[config.mk]
export PLATFORM = sky130hd
export DESIGN_NAME = layer_mixer
export DESIGN_NICKNAME = d
export VERILOG_FILES = /design/src/rtl/layer_mixer.sv
export SDC_FILE = /design/constraint.sdc
export NUM_CORES = 1
export LEC_CHECK = 0
export ABC_CLOCK_PERIOD_IN_PS = 4100
export CORE_ASPECT_RATIO = 0.75
export CORE_MARGIN = 10
export CORE_UTILIZATION = 45
export CTS_CLUSTER_DIAMETER = 100
export DETAILED_ROUTE_END_ITERATION = 10
export GPL_TIMING_DRIVEN = 0
export HOLD_SLACK_MARGIN = 0.1
export PLACE_DENSITY = 0.73
export SLEW_MARGIN = 10
export SYNTH_ARGS = -nofsm -noshare
export SYNTH_HDL_FRONTEND = slang
export SYNTH_SLANG_ARGS = --single-unit
[constraint.sdc]
create_clock -name clk -period 4.1 [get_ports clk]
set_input_delay 1.23 -clock clk [delete_from_list [all_inputs] [get_ports clk]]
set_output_delay 1.23 -clock clk [all_outputs]
set_load 0.005 [all_outputs]
[src/rtl/layer_mixer.sv]
// layer_mixer: two-stage sprite compositor with colour key, overlay and per-frame collision capture.
// Rev 1.0
`default_nettype none

module layer_mixer #(
  parameter int                 N_LAYERS  = 4,
  parameter int                 COLOR_W   = 12,
  parameter logic [COLOR_W-1:0] KEY_COLOR = 12'hF0F
) (
  input  logic                         clk,
  input  logic                         reset,
  input  logic                         pixel_tick,
  input  logic                         video_on,
  input  logic                         frame_start,
  input  logic [COLOR_W-1:0]           bg_rgb,
  input  logic [N_LAYERS-1:0]          layer_on,
  input  logic [N_LAYERS*COLOR_W-1:0]  layer_rgb,
  input  logic [N_LAYERS-1:0]          layer_en,
  input  logic                         key_en,
  input  logic                         overlay_on,
  input  logic                         overlay_en,
  input  logic [COLOR_W-1:0]           overlay_rgb,
  output logic [COLOR_W-1:0]           rgb,
  output logic [N_LAYERS-1:0]          collide_mask,
  output logic                         collision_irq
);

  logic [N_LAYERS-1:0]         shadow_q;
  logic [N_LAYERS-1:0]         opaque;
  logic                        s1_video_q;
  logic                        s1_ovl_q;
  logic [COLOR_W-1:0]          s1_ovl_rgb_q;
  logic [COLOR_W-1:0]          s1_bg_q;
  logic [N_LAYERS-1:0]         s1_opaque_q;
  logic [N_LAYERS*COLOR_W-1:0] s1_layer_q;
  logic [COLOR_W-1:0]          rgb_q;
  logic [COLOR_W-1:0]          rgb_d;
  logic [N_LAYERS-1:0]         acc_q;
  logic [N_LAYERS-1:0]         acc_d;
  logic [N_LAYERS-1:0]         mask_q;
  logic                        irq_q;
  logic                        hit;

  // Opacity uses the frame-latched enable, so mid-frame layer_en edits are ignored.
  always_comb begin
    opaque = '0;
    for (int k = 0; k < N_LAYERS; k++) begin
      opaque[k] = layer_on[k] & shadow_q[k] &
                  ~(key_en & (layer_rgb[k*COLOR_W +: COLOR_W] == KEY_COLOR));
    end
  end

  // Later assignments override earlier ones, giving blank > overlay > lowest layer > background.
  always_comb begin
    rgb_d = s1_bg_q;
    for (int k = N_LAYERS - 1; k >= 0; k--) begin
      if (s1_opaque_q[k]) rgb_d = s1_layer_q[k*COLOR_W +: COLOR_W];
    end
    if (s1_ovl_q)    rgb_d = s1_ovl_rgb_q;
    if (!s1_video_q) rgb_d = '0;
  end

  // A hit lands in the same clk as the pixel reaches stage 2, so frame_start can capture it.
  assign hit   = pixel_tick & s1_video_q & s1_opaque_q[0];
  assign acc_d = acc_q | (hit ? {s1_opaque_q[N_LAYERS-1:1], 1'b0} : '0);

  always_ff @(posedge clk or posedge reset) begin
    if (reset) begin
      shadow_q     <= '1;
      s1_video_q   <= 1'b0;
      s1_ovl_q     <= 1'b0;
      s1_ovl_rgb_q <= '0;
      s1_bg_q      <= '0;
      s1_opaque_q  <= '0;
      s1_layer_q   <= '0;
      rgb_q        <= '0;
      acc_q        <= '0;
      mask_q       <= '0;
      irq_q        <= 1'b0;
    end else begin
      if (frame_start) shadow_q <= layer_en;
      if (pixel_tick) begin
        s1_video_q   <= video_on;
        s1_ovl_q     <= overlay_on & overlay_en;
        s1_ovl_rgb_q <= overlay_rgb;
        s1_bg_q      <= bg_rgb;
        s1_opaque_q  <= opaque;
        s1_layer_q   <= layer_rgb;
        rgb_q        <= rgb_d;
      end
      if (frame_start) begin
        mask_q <= acc_d;
        acc_q  <= '0;
        irq_q  <= |acc_d;
      end else begin
        acc_q  <= acc_d;
        irq_q  <= 1'b0;
      end
    end
  end

  assign rgb           = rgb_q;
  assign collide_mask  = mask_q;
  assign collision_irq = irq_q;

endmodule

`default_nettype wire

Word level (Yosys, flattened, before mapping) --
Index checks and enable logic that the tools add are counted.
Storage, ports and cells: output and inout port bits 17, input port bits 88, logic and storage cells 45, register bits 103
Operators by class: equal/unequal tests 4, muxes and demuxes 9, reduce and logical (&&, ||, !) cells 1, bitwise operators 20
Operators by type and width (number):
- $mux W12 | 6
- $eq A12 B12 Y1 const B | 4
- $and A1 B1 Y1 | 15
- $mux W4 | 2
- $not A1 Y1 | 4
- $or A4 B4 Y4 | 1
- $reduce_or A4 Y1 | 1
- $mux W1 | 1

Depth between registers and ports, before layout --
word-level depth 6, depth in mapped cells 5, gate-level depth less buffers 3

Least setup slack after synthesis --
Ideal clock, no wire load.
kind input -> register, start input pixel_tick, end register s1_layer_q[10], setup time 0.125 ns, stages 4, slack 1.881 ns, arrival time 2.094 ns, data required time 3.975 ns, buffers on the path 3, cell sequence buf_2 -> buf_2 -> buf_2 -> mux2_2
RTL lines:
- from (decl) | line 12 | input logic pixel_tick,
- to (signal assigned) | line 88 | s1_layer_q <= layer_rgb;
- to (decl) | line 35 | logic [N_LAYERS*COLOR_W-1:0] s1_layer_q;
No word-level cell between the ends.

Worst setup path in the final report --
start register rgb_q[10] (netlist: rgb[10]), end output rgb[10]
RTL lines:
- from (decl) | line 36 | logic [COLOR_W-1:0] rgb_q;
- from (signal assigned) | line 89 | rgb_q <= rgb_d;
- to (decl) | line 23 | output logic [COLOR_W-1:0] rgb,
No word-level cell between the ends.

==> run_results.csv <==
group,metric,value,unit
finish,nets,581,
detailed_routing,drc,0,
synthesis,synth_top_family_by_area,"multiplexers",
grt,grt_overflow_total,0,
grt,grt_usage,0.171,
synthesis,seq_area_frac_synth,0.536,
sta,post-route-min-period,2.51,ns
sta,fin_tns_setup,0,ns
worst_setup_path,critPathKind,"reg -> out",
placement,dp.cells,618,
worst_setup_path,critPathArrivalTime,1.28,ns
clock_network,ctsResizeCount,0,
detailed_routing,drt-wirelength-per-cell,20.1,um
worst_setup_path,cp_cell_sequence,"clkdlybuf4s50_1",
power_and_ir_drop,powerDensity,416,nW/um^2
placement,hpwl,9.93,mm
sta,slew_violations,0,
synthesis,synth.net_count,467,
worst_setup_path,critPathCaptureType,"primary output",
detailed_routing,viasPerCell,5.34,
sta,fmaxAchievable,399,MHz
die,dieArea,15000,um^2
sta,hold_viol_final,0,
clock_network,hold_buffers,0,
die,die_h,109,um
power_and_ir_drop,ir_drop,0.000244,V
placement,gp_congestion,0.802,
clock_network,clock_tree.buffer_depth,2,
synthesis,ys_types,31,
finish,area_growth,32.6,%
die,io_pins,105,
worst_setup_path,worstPathMaxFanout,2,
grt,grt_max_degree,53,
worst_setup_path,r2r_setup_slack,2.52,ns
power_and_ir_drop,p_leak,2.60,nW
detailed_routing,num_vias,3384,
detailed_routing,drtPass1Iterations,4,
clock_network,insertion_delay,0.35,ns
finish,drive_gt1_frac,0.253,
worst_setup_path,crit_slowest_cell,"clkdlybuf4s50_1",
die,start_util,0.461,
worst_hold_path,hold_class,"reg -> reg",
synthesis,ys_ff_latch,101,
sta,rsz0062_at_grt,"false",
worst_setup_path,cpPeakStageDelay,0.54,ns
detailed_routing,drtIter0Drc,221,
sta,finalSetupViolCount,0,
sta,relSlewSlack,0.581,
clock_network,root_buffer,"clkbuf_16",
job,maxCapViolCount,0,
die,num_rows,32,
synthesis,synth-compound-area-share,0.102,
grt,grt_pass1_vias,3673,
detailed_routing,wirelength,12.8,mm
synthesis,muxShareOfSynthArea,0.209,
synthesis,netlist_area,4720,um^2
worst_setup_path,worstPathRequired,2.87,ns
grt,antenna_found_initial,0,
clock_network,cts-buffers-inserted,9,
status,status,"completed",
worst_setup_path,cp-start-kind,"flop",
die,core_area,10200,um^2
clock_network,clkSlewWorstSetupHoldPaths,0.06,ns
worst_setup_path,worst-path-buf-inv,1,
placement,io_buffers,102,
clock_network,cts_setup_buffers,0,
clock_network,cts_tree,"done",
sta,max_slew.worst_pin.slew,0.629,ns
grt,grt_pass1_wl,20.3,mm
sta,skew,0.00476,ns
synthesis,synth-adder-area-share,0,
synthesis,synthSimpleGateAreaFrac,0.103,
synthesis,synthCells,379,
finish,final_cells,634,
synthesis,syn_avg_cell_area,12.5,um^2
worst_setup_path,path_delay_family,"buffers and inverters",
clock_network,h-tree-depth,3,
clock_network,cts_sinks,101,
detailed_routing,antenna_left,0,
finish,antenna_cells,0,
synthesis,synth_xor_area_frac,0,
die,die_w,138,um
sta,fin_crit_sh,0.611,
synthesis,ys_warn_count,0,
power_and_ir_drop,design_power_total,2.60,mW
[power by group]
group          switching (mW)  leakage, nW  internal [mW]  total (mW)
logic                   0.220         1.24          0.292       0.513
clock network           0.363        0.153          0.551       0.914
registers              0.0678         1.21           1.11        1.18
[synthesized netlist by cell type]
library cell   n  area (um^2)
dfrtp_1       97         2430
mux2_2        77          867
nor2b_1       24          150
inv_1         19         71.3
nor2_1        19         71.3
buf_2         16         80.1
a21oi_1       15         75.1
a21o_1        12         90.1
mux2i_1       12          120
nor3b_1       12         90.1
o32ai_1       12          105
nand3_1        9         45.0
a2111oi_2      8          120
clkbuf_1       6         22.5
a2111oi_0      4         35.0
a31oi_1        4         25.0
dfstp_2        4          105
nor4_1         4         25.0
o22ai_1        4         25.0
nand4_1        3         18.8
nand4bb_1      3         33.8
or2_0          3         18.8
buf_4          2         15.0
buf_6          2         22.5
nand2_1        2         7.51
and2_1         1         6.26
buf_12         1         20.0
conb_1         1         3.75
nand4b_1       1         8.76
o21ai_0        1         5.00
or4b_1         1         10.0
[layout by cell type (no fill, tap or decap)]
cell type        synthesis  layout
a2111oi_0                4       4
a2111oi_2                8       8
a21o_1                  12      12
a21oi_1                 15      15
a31oi_1                  4       4
and2_1                   1       1
buf_12                   1       1
buf_16                   0       1
buf_2                   16      16
buf_4                    2       2
buf_6                    2       2
bufinv_16                0       2
clkbuf_1                 6       8
clkbuf_16                0       9
clkbuf_8                 0       1
clkdlybuf4s50_1          0     102
clkinv_2                 0       1
clkinvlp_4               0       1
conb_1                   1       1
dfrtp_1                 97      97
dfstp_2                  4       4
inv_1                   19      18
inv_4                    0       1
mux2_2                  77      77
mux2i_1                 12      12
nand2_1                  2       2
nand3_1                  9       9
nand4_1                  3       3
nand4b_1                 1       1
nand4bb_1                3       3
nor2_1                  19      19
nor2b_1                 24      24
nor3b_1                 12      12
nor4_1                   4       4
o21ai_0                  1       1
o22ai_1                  4       4
o32ai_1                 12      12
or2_0                    3       3
or4b_1                   1       1
[final cells by class]
class	instances	area, um^2
plain buffers	27	160
clock buffers	12	246
clock inverters	4	72.6
fillers	862	3990
inverters	19	73.8
multi-input cells	232	1960
flip-flops and latches	101	2530
well taps	136	170
repair buffers	103	1050
[final timing paths]
kind                                       startpoint                          end  cells after the start
max in group asynchronous                       reset       s1_bg_q[4]$_DFFE_PP0P_                      3
min                                acc_q[3]$_DFF_PP0_           acc_q[3]$_DFF_PP0_                      2
max reg2reg                s1_opaque_q[2]$_DFFE_PP0P_           rgb[3]$_DFFE_PP0P_                      4
max                               rgb[10]$_DFFE_PP0P_                      rgb[10]                      1
min reg2reg                        acc_q[3]$_DFF_PP0_           acc_q[3]$_DFF_PP0_                      2
min in group asynchronous                       reset  s1_ovl_rgb_q[8]$_DFFE_PP0P_                      2
[flip-flops by register name, indices dropped and copies added (netlist names)]
signal	flops
s1_layer_q	48
rgb	12
s1_bg_q	12
s1_ovl_rgb_q	12
s1_opaque_q	4
shadow_q	4
acc_q	3
collide_mask	3
collision_irq	1
s1_ovl_q	1
s1_video_q	1
[cells by family after synthesis]
family | count (synthesis)
DFF | 101
muxes | 89
and+or+nand+nor | 82
AOI/OAI and AO/OA | 60
buffers and inverters | 46
other | 1
[routing by layer]
metal | vias to the layer above | track usage | share of wire
met3 | 13 | 0.0586 | 0.061
met1 | 1668 | 0.243 | 0.51
met4 | 0 | 0.0435 | 0.013
met2 | 109 | 0.244 | 0.42
met5 | - | 0 | 0
li1 | 1594 | - | -
[metrics by stage]
stage	utilization	hold slack [ns]	setup slack (ns)	area, um^2
6_report	0.611	0.505	1.59	6260
5_1_grt	0.611	0.526	1.55	6260
4_1_cts	0.611	0.511	1.59	6260
3_5_place_dp	0.580	0.496	1.31	5940
3_3_place_gp	0.577	0.487	-1.23	5910
2_1_floorplan	-	0.460	0.229	4720
(Power assumes the default switching activity.)
